File: config.mk
export PLATFORM = sky130hd
export DESIGN_NAME = guard_pred_match
export DESIGN_NICKNAME = d
export VERILOG_FILES = /design/src/rtl/guard_pred_match.sv
export SDC_FILE = /design/constraint.sdc
export NUM_CORES = 1
export LEC_CHECK = 0
export CAP_MARGIN = 20
export CORE_UTILIZATION = 28
export CTS_BUF_LIST = sky130_fd_sc_hd__clkbuf_4 sky130_fd_sc_hd__clkbuf_8
export DETAILED_ROUTE_END_ITERATION = 10
export SYNTH_ARGS = -nofsm -noshare
export SYNTH_HDL_FRONTEND = slang
export SYNTH_SLANG_ARGS = --single-unit
File: constraint.sdc
create_clock -name clk -period 3.2 [get_ports clk]
set_input_delay 0.64 -clock clk [delete_from_list [all_inputs] [get_ports clk]]
set_output_delay 0.64 -clock clk [all_outputs]
set_load 0.1 [all_outputs]
File: src/rtl/guard_pred_match.sv
// Joins per-channel guard-condition FIFOs into one vector and matches it against masked patterns.
// The {idx,hit} result is forked to several consumers, each tracked with its own pending bit.
module guard_pred_match #(
   parameter int COND_WIDTH         = 2,
   parameter int NUM_PATTERNS       = 2,
   parameter logic [NUM_PATTERNS*COND_WIDTH-1:0] PATTERNS = {2'b00, 2'b11},
   parameter logic [NUM_PATTERNS*COND_WIDTH-1:0] MASKS    = '1,
   parameter int REPLICATED_OUT_NUM = 2,
   parameter int FIFO_SIZE          = 16,
   localparam int IDX_W             = (NUM_PATTERNS > 1) ? $clog2(NUM_PATTERNS) : 1,
   localparam int OUT_W             = 1 + IDX_W
) (
   input  logic                                clk,
   input  logic                                rst,
   input  logic [COND_WIDTH-1:0]               s_guard_cond_tdata,
   input  logic [COND_WIDTH-1:0]               s_guard_cond_tvalid,
   output logic [COND_WIDTH-1:0]               s_guard_cond_tready,
   output logic [REPLICATED_OUT_NUM*OUT_W-1:0] m_guard_cond_tdata,
   output logic [REPLICATED_OUT_NUM-1:0]       m_guard_cond_tvalid,
   input  logic [REPLICATED_OUT_NUM-1:0]       m_guard_cond_tready,
   output logic [31:0]                         stat_eval_count,
   output logic [31:0]                         stat_hit_count
);

   localparam int AW = $clog2(FIFO_SIZE);

   // Lowest matching pattern wins; a miss reports idx 0.
   function automatic logic [OUT_W-1:0] match_vec(input logic [COND_WIDTH-1:0] v);
      logic [IDX_W-1:0] idx;
      logic             hit;
      logic             m;
      idx = '0;
      hit = 1'b0;
      for (int p = 0; p < NUM_PATTERNS; p++) begin
         m   = ((v ^ PATTERNS[p*COND_WIDTH +: COND_WIDTH]) & MASKS[p*COND_WIDTH +: COND_WIDTH]) == '0;
         idx = (m && !hit) ? IDX_W'(p) : idx;
         hit = hit | m;
      end
      return {idx, hit};
   endfunction

   logic [FIFO_SIZE-1:0]          mem_q    [COND_WIDTH];
   logic [FIFO_SIZE-1:0]          mem_d    [COND_WIDTH];
   logic [AW:0]                   wr_ptr_q [COND_WIDTH];
   logic [AW:0]                   wr_ptr_d [COND_WIDTH];
   logic [AW:0]                   rd_ptr_q [COND_WIDTH];
   logic [AW:0]                   rd_ptr_d [COND_WIDTH];
   logic [COND_WIDTH-1:0]         full_s;
   logic [COND_WIDTH-1:0]         empty_s;
   logic [COND_WIDTH-1:0]         push_s;
   logic [COND_WIDTH-1:0]         vec_s;
   logic                          join_valid_s;
   logic                          stage_free_s;
   logic                          load_s;
   logic [OUT_W-1:0]              match_s;
   logic [OUT_W-1:0]              data_q;
   logic [OUT_W-1:0]              data_d;
   logic [REPLICATED_OUT_NUM-1:0] pend_q;
   logic [REPLICATED_OUT_NUM-1:0] pend_d;
   logic [31:0]                   eval_q;
   logic [31:0]                   eval_d;
   logic [31:0]                   hits_q;
   logic [31:0]                   hits_d;

   // FIFO status, head bits and input handshakes
   always_comb begin
      for (int c = 0; c < COND_WIDTH; c++) begin
         full_s[c]  = (wr_ptr_q[c][AW] != rd_ptr_q[c][AW]) &&
                      (wr_ptr_q[c][AW-1:0] == rd_ptr_q[c][AW-1:0]);
         empty_s[c] = (wr_ptr_q[c] == rd_ptr_q[c]);
         vec_s[c]   = mem_q[c][rd_ptr_q[c][AW-1:0]];
         s_guard_cond_tready[c] = !rst && !full_s[c];
         push_s[c]  = s_guard_cond_tvalid[c] && s_guard_cond_tready[c];
      end
   end

   assign join_valid_s = &(~empty_s);
   // A replica that is still pending and not accepting this cycle blocks the next load.
   assign stage_free_s = (pend_q & ~m_guard_cond_tready) == '0;
   assign load_s       = join_valid_s && stage_free_s;
   assign match_s      = match_vec(vec_s);

   // Next-state for FIFOs, output stage and statistics
   always_comb begin
      mem_d    = mem_q;
      wr_ptr_d = wr_ptr_q;
      rd_ptr_d = rd_ptr_q;
      for (int c = 0; c < COND_WIDTH; c++) begin
         mem_d[c][wr_ptr_q[c][AW-1:0]] = push_s[c] ? s_guard_cond_tdata[c]
                                                   : mem_q[c][wr_ptr_q[c][AW-1:0]];
         wr_ptr_d[c] = push_s[c] ? wr_ptr_q[c] + (AW+1)'(1) : wr_ptr_q[c];
         rd_ptr_d[c] = load_s    ? rd_ptr_q[c] + (AW+1)'(1) : rd_ptr_q[c];
      end
      pend_d = load_s ? '1 : (pend_q & ~m_guard_cond_tready);
      data_d = load_s ? match_s : data_q;
      eval_d = load_s ? eval_q + 32'd1 : eval_q;
      hits_d = (load_s && match_s[0]) ? hits_q + 32'd1 : hits_q;
   end

   // State registers with synchronous reset
   always_ff @(posedge clk) begin
      if (rst) begin
         for (int c = 0; c < COND_WIDTH; c++) begin
            mem_q[c]    <= '0;
            wr_ptr_q[c] <= '0;
            rd_ptr_q[c] <= '0;
         end
         data_q <= '0;
         pend_q <= '0;
         eval_q <= 32'd0;
         hits_q <= 32'd0;
      end else begin
         mem_q    <= mem_d;
         wr_ptr_q <= wr_ptr_d;
         rd_ptr_q <= rd_ptr_d;
         data_q   <= data_d;
         pend_q   <= pend_d;
         eval_q   <= eval_d;
         hits_q   <= hits_d;
      end
   end

   assign m_guard_cond_tvalid = pend_q;
   assign m_guard_cond_tdata  = {REPLICATED_OUT_NUM{data_q}};
   assign stat_eval_count     = eval_q;
   assign stat_hit_count      = hits_q;

endmodule
# Word-level counts from Yosys, hierarchy flattened
# Cells that the tools add are included.
[op_classes]
n_addsub = 6
n_lt_le_gt_ge = 6
eq_ne = 6
mux = 18
n_bitwise = 5
reduce_logical = 19
[ops]
columns = ["operator", "count"]
rows = [
  ["32-bit by 1-bit adder with 32-bit output (second input constant)", 2],
  ["16-bit bitwise mux", 2],
  ["5-bit by 1-bit adder with 5-bit output (second input constant)", 4],
  ["4-bit by 5-bit < comparator with 1-bit output (second input constant)", 4],
  ["1-bit binary-select mux with 4-bit select", 4],
  ["1-bit logical AND", 11],
  ["5-bit equality test", 2],
  ["1-bit two-way mux", 9],
  ["1-bit demux with 4-bit select", 2],
  ["4-bit equality test", 2],
  ["4-bit by 1-bit greater-or-equal comparator with 1-bit output (second input constant)", 2],
  ["2-bit logical NOT", 3],
  ["2-bit NOT", 3],
  ["1-bit logical NOT", 4],
  ["2-bit AND", 1],
  ["2-bit two-way mux", 1],
  ["1-bit inequality test", 2],
  ["2-bit AND reduction", 1],
  ["1-bit bitwise OR", 1],
]
[totals]
regBits = 120
input_bits = 8
out_inout_bits = 72
wordCells = 70

# Logic depth before layout (Yosys ltp)
[logic_depth]
depth_word = 7
ltp_mapped = 9
depth_no_buf = 8

# Worst setup path after synthesis
# No wires, ideal clock.
[synth_timing]
path_type = "input to output"
start = "in rst"
end = "out s_guard_cond_tready[0]"
arrival_time_ns = 2.910
t_required_ns = 2.560
path_slack_ns = -0.350
cell_stages = 5
path_buffers = 4
cell_sequence = "clkbuf_1 > clkbuf_1 > buf_1 > clkbuf_1 > a21oi_1"
[synth_via]
elab_chain_len = 2
[synth_rtl]
columns = ["item", "line", "rtl"]
rows = [
  ["start: declaration", "14", "input logic rst,"],
  ["1-bit logical NOT", "72", "s_guard_cond_tready[c] = !rst && !full_s[c];"],
  ["1-bit logical AND", "72", ""],
  ["end: declaration", "17", "output logic [COND_WIDTH-1:0] s_guard_cond_tready,"],
]
# No other way between the ends.

# Worst setup path after layout
[layout_timing]
start = "reg rd_ptr_q[0] (netlist bit)"
end = "reg hits_q[25] (netlist: stat_hit_count[25])"
[layout_via]
elab_chain_len = 6
elab_cells_between_ends = 11
classes_between = "1 x eq/ne; 2 x mux; 3 x bitwise; 5 x reduce/logical"
[layout_rtl]
columns = ["item", "line", "rtl"]
rows = [
  ["start: declaration", "46", "logic [AW:0] rd_ptr_q [COND_WIDTH];"],
  ["start signal: assignment", "115", "rd_ptr_q <= rd_ptr_d;"],
  ["1-bit binary-select mux with 4-bit select", "71", "vec_s[c] = mem_q[c][rd_ptr_q[c][AW-1:0]];"],
  ["1-bit two-way mux (not written as such)", "71", ""],
  ["2-bit NOT (no line)", "--", ""],
  ["2-bit logical NOT", "35", "m = ((v ^ PATTERNS[p*COND_WIDTH +: COND_WIDTH]) & MASKS[p*COND_WIDTH +: COND_WIDTH]) == '0;"],
  ["1-bit bitwise OR", "37", "hit = hit | m;"],
  ["1-bit logical AND *", "97", "hits_d = (load_s && match_s[0]) ? hits_q + 32'd1 : hits_q;"],
  ["end signal: assignment", "119", "hits_q <= hits_d;"],
  ["end: declaration", "62", "logic [31:0] hits_q;"],
]
# Mark *: on every way between the ends. The rest lies on a longest branch, timed or not. The select of a mux whose other input is x is not followed.
# A chain may end at the register's enable or synchronous reset.

==> run metrics <==
status=finished, final reports clean; die width=151.6 um; Post-DRT Antenna Nets=0; area grow syn2layout=21.52%; post-route core utilization=34.79%; H-tree depth=4; maximum buffer depth of the clock tree=2; Layout Cells excl Fill=1091; Remaining DRCs=0; DRT Pass-1 Iters=6; sequential-to-total area share from yosys stat=38.33%; GPL Wtd Cong=~0.82; area of the multi-input gates=0.003562 mm2; chip height=151.6 um; WL per Instance=14.97 um; cell area power density=498.0 mW/mm2; count leader, synth=dfxtp_1; # diodes=0; Leakage=approximately 2.6 nW; Layout fillers=2272; Peak Freq=~0.34 GHz; Die ar.=0.02299 mm2; initial DRC count=roughly 320; Mean Syn Cell Area=8.656 um2; CTS tree=yes; kind of critical path=flip-flop to flip-flop; Max-Cap Viols=0; Register Area=around 0.0024 mm2; cell at the root of the clock tree=clkbuf_8; CP max-delay cell=mux4_2; CP required=3530 ps; Slew HR=approximately 65%; post-DP HPWL=~11000 um; top-level I/O count=80; RSZ-0062 raised after global routing=false; worst hold path type=flip-flop to flip-flop; layout cells sized above 1=22.56%; Reg clk slew, reported paths=70 ps; predominant post-synthesis flop cell=dfxtp_1; Setup crit start kind=flip-flop; Mapped Area=0.006267 mm2; synthesized flop and latch total=120; Post-CTS Hold Buffers=0; DP Worst Slack=slightly above 7 ps; top cells by area, synth=dfxtp_1 38%, mux4_2 6.5%, nand3_1 5.8%; Finished Cell Area=0.007616 mm2; wirelength, routed=16330 um; delay of the slowest critical-path stage=between 500 and 600 ps; setup tns final=0 ps; Tmin final=2954 ps; post-synth top area share=38.33%; clk_skew=16.28 ps; Placed Cells=1059; number of synthesized flops with an enable pin=0; CP dominant cell by count=mux4_2; syn_nets=745; vias in the first global route=about 5200; max-slew violations=0; Layout Nets=between 800 and 900; Max VDD drop=0.0002567 V; first-pass GRT wire length=around 26000 um; Yosys warning count=0; Tcrit/Tclk final=slightly above 90%; crit-path cells=mux4_2, mux4_2, inv_1, ha_1, nor2_2, nand3_1, o311ai_0, o41ai_1; Clock Latency Late Sink=about 460 ps; Hold Vio Cnt, Final=0; GRT Total Usage=14.52%; crit end category=flip-flop; critical path peak fanout=10; clock sink count=120; synth cell count leaders=120 x dfxtp_1, 73 x nand3_1, 70 x nand2_1, 57 x a21oi_1, 47 x o21ai_0; initial antenna violation count=0; Critical path buffers and inverters=1; delay-heaviest family, CP=multiplexers; cell taking the most area after synthesis=dfxtp_1; TritonCTS buffer count=17; grt total ovfl=0; Vias per Instance=5.251; Least-Margin Pin Slew=521.5 ps; Port Buffers=around 80; final setup fails=0; largest net degree at the start of global routing=48; Post-synth ARST share=0%; fin worst setup slack=approximately 250 ps; DR vias=5729; CP Data Arrival Time=3280 ps; Core Box Area=0.02189 mm2; synthesized instance count=724; Cell Rows=54; Starting Density=28.63%; Distinct cells, synth=44; Placed Area=between 0.007 and 0.008 mm2
layout make-up:
| class | instances | area share, % |
|---|---|---|
| clock buffer | 17 | 3.072 |
| timing repair buffer | 106 | 10.97 |
| clock inverter | 15 | 2.021 |
| multi-input combinational | 533 | 46.77 |
| sequential | 120 | 31.58 |
| tap | 280 | 4.600 |
| inverter | 20 | 0.9857 |
stage by stage:
step,power (W),hold slack [ps]
finish,0.003792,489.3
global route,0.003975,512.1
CTS,0.003834,489.5
detailed placement,0.002451,479.5
global placement,0.002447,474.1
floorplan,0.002257,454.2
timing repair:
| item | 4_1_cts | 5_1_grt |
|---|---|---|
| buffers inserted | 0 | 0 |
| resized for setup | 1 | 4 |
| setup endpoints to repair | 2 | 15 |
sequential cells by signal, indices dropped and copies added, names as in the netlist:
name,cells
mem_q,32
stat_eval_count,32
stat_hit_count,32
rd_ptr_q,10
wr_ptr_q,10
data_q,2
m_guard_cond_tvalid,2
where the power goes:
group          leakage, nW  switching (W)  internal, W
clock                0.188       0.000682     0.000691
sequential           0.969      0.0000543      0.00154
combinational         1.44       0.000578     0.000250
worst register-to-register path: stages (launching register included):
cell,delay (ps)
dfxtp_2,440
mux4_2,520
mux4_2,480
inv_1,70
ha_1,260
nor2_2,240
nand3_1,310
o311ai_0,380
o41ai_1,130
path summary, 6_finish.rpt:
check,slack [ps],endpoint,cells after the start,start
min,490,mem_q[28]$_SDFFE_PP0P_,2,mem_q[28]$_SDFFE_PP0P_
max,250,stat_hit_count[25]$_SDFFE_PP0P_,8,rd_ptr_q[0]$_SDFFE_PP0P_
max reg2reg,250,stat_hit_count[25]$_SDFFE_PP0P_,8,rd_ptr_q[0]$_SDFFE_PP0P_
min reg2reg,490,mem_q[28]$_SDFFE_PP0P_,2,mem_q[28]$_SDFFE_PP0P_
cell usage in the layout (no fill, tap or decap), types with 3 or more instances in the layout:
master	n
or4_1	29
clkinv_2	4
nand4_1	18
xnor2_1	19
or3_1	15
mux2_2	12
or2_2	10
o31ai_1	34
nor4_1	9
a21oi_1	55
o41ai_1	10
nand4b_1	3
clkinvlp_4	4
ha_1	13
dfxtp_1	118
mux4_2	18
o311ai_0	9
clkinv_4	3
nor2_1	28
clkdlybuf4s50_1	6
buf_4	98
nor2b_1	18
clkbuf_8	17
nand2_1	70
and4_1	6
and3_1	5
o21ai_0	47
inv_1	20
nor3_1	3
nand3_1	72
a211oi_1	5
nand2b_1	3
metal layers:
layer  part of all wire (%)  vias to the layer above  routed length [um]  track usage [%]
li1                       -                     2853                   -                -
met1                     49                     2744                7951            19.84
met2                     45                      122                7410            22.10
met3                    5.1                       10                 830            3.922
met4                   0.85                        0                 138            4.505
met5                      0                        -                   0                0
cell families (layout without fill, tap and decap cells):
logic type,Yosys count,after routing,share of synthesized area [%]
compound gates,172,172,16.87
mux,32,32,8.944
flops,120,120,38.33
xor+xnor,21,21,2.935
fa+ha+maj,13,13,2.595
simple gates,295,295,25.01
buf+inv,71,158,5.310
Note: power is estimated with default switching activity, not from simulation.
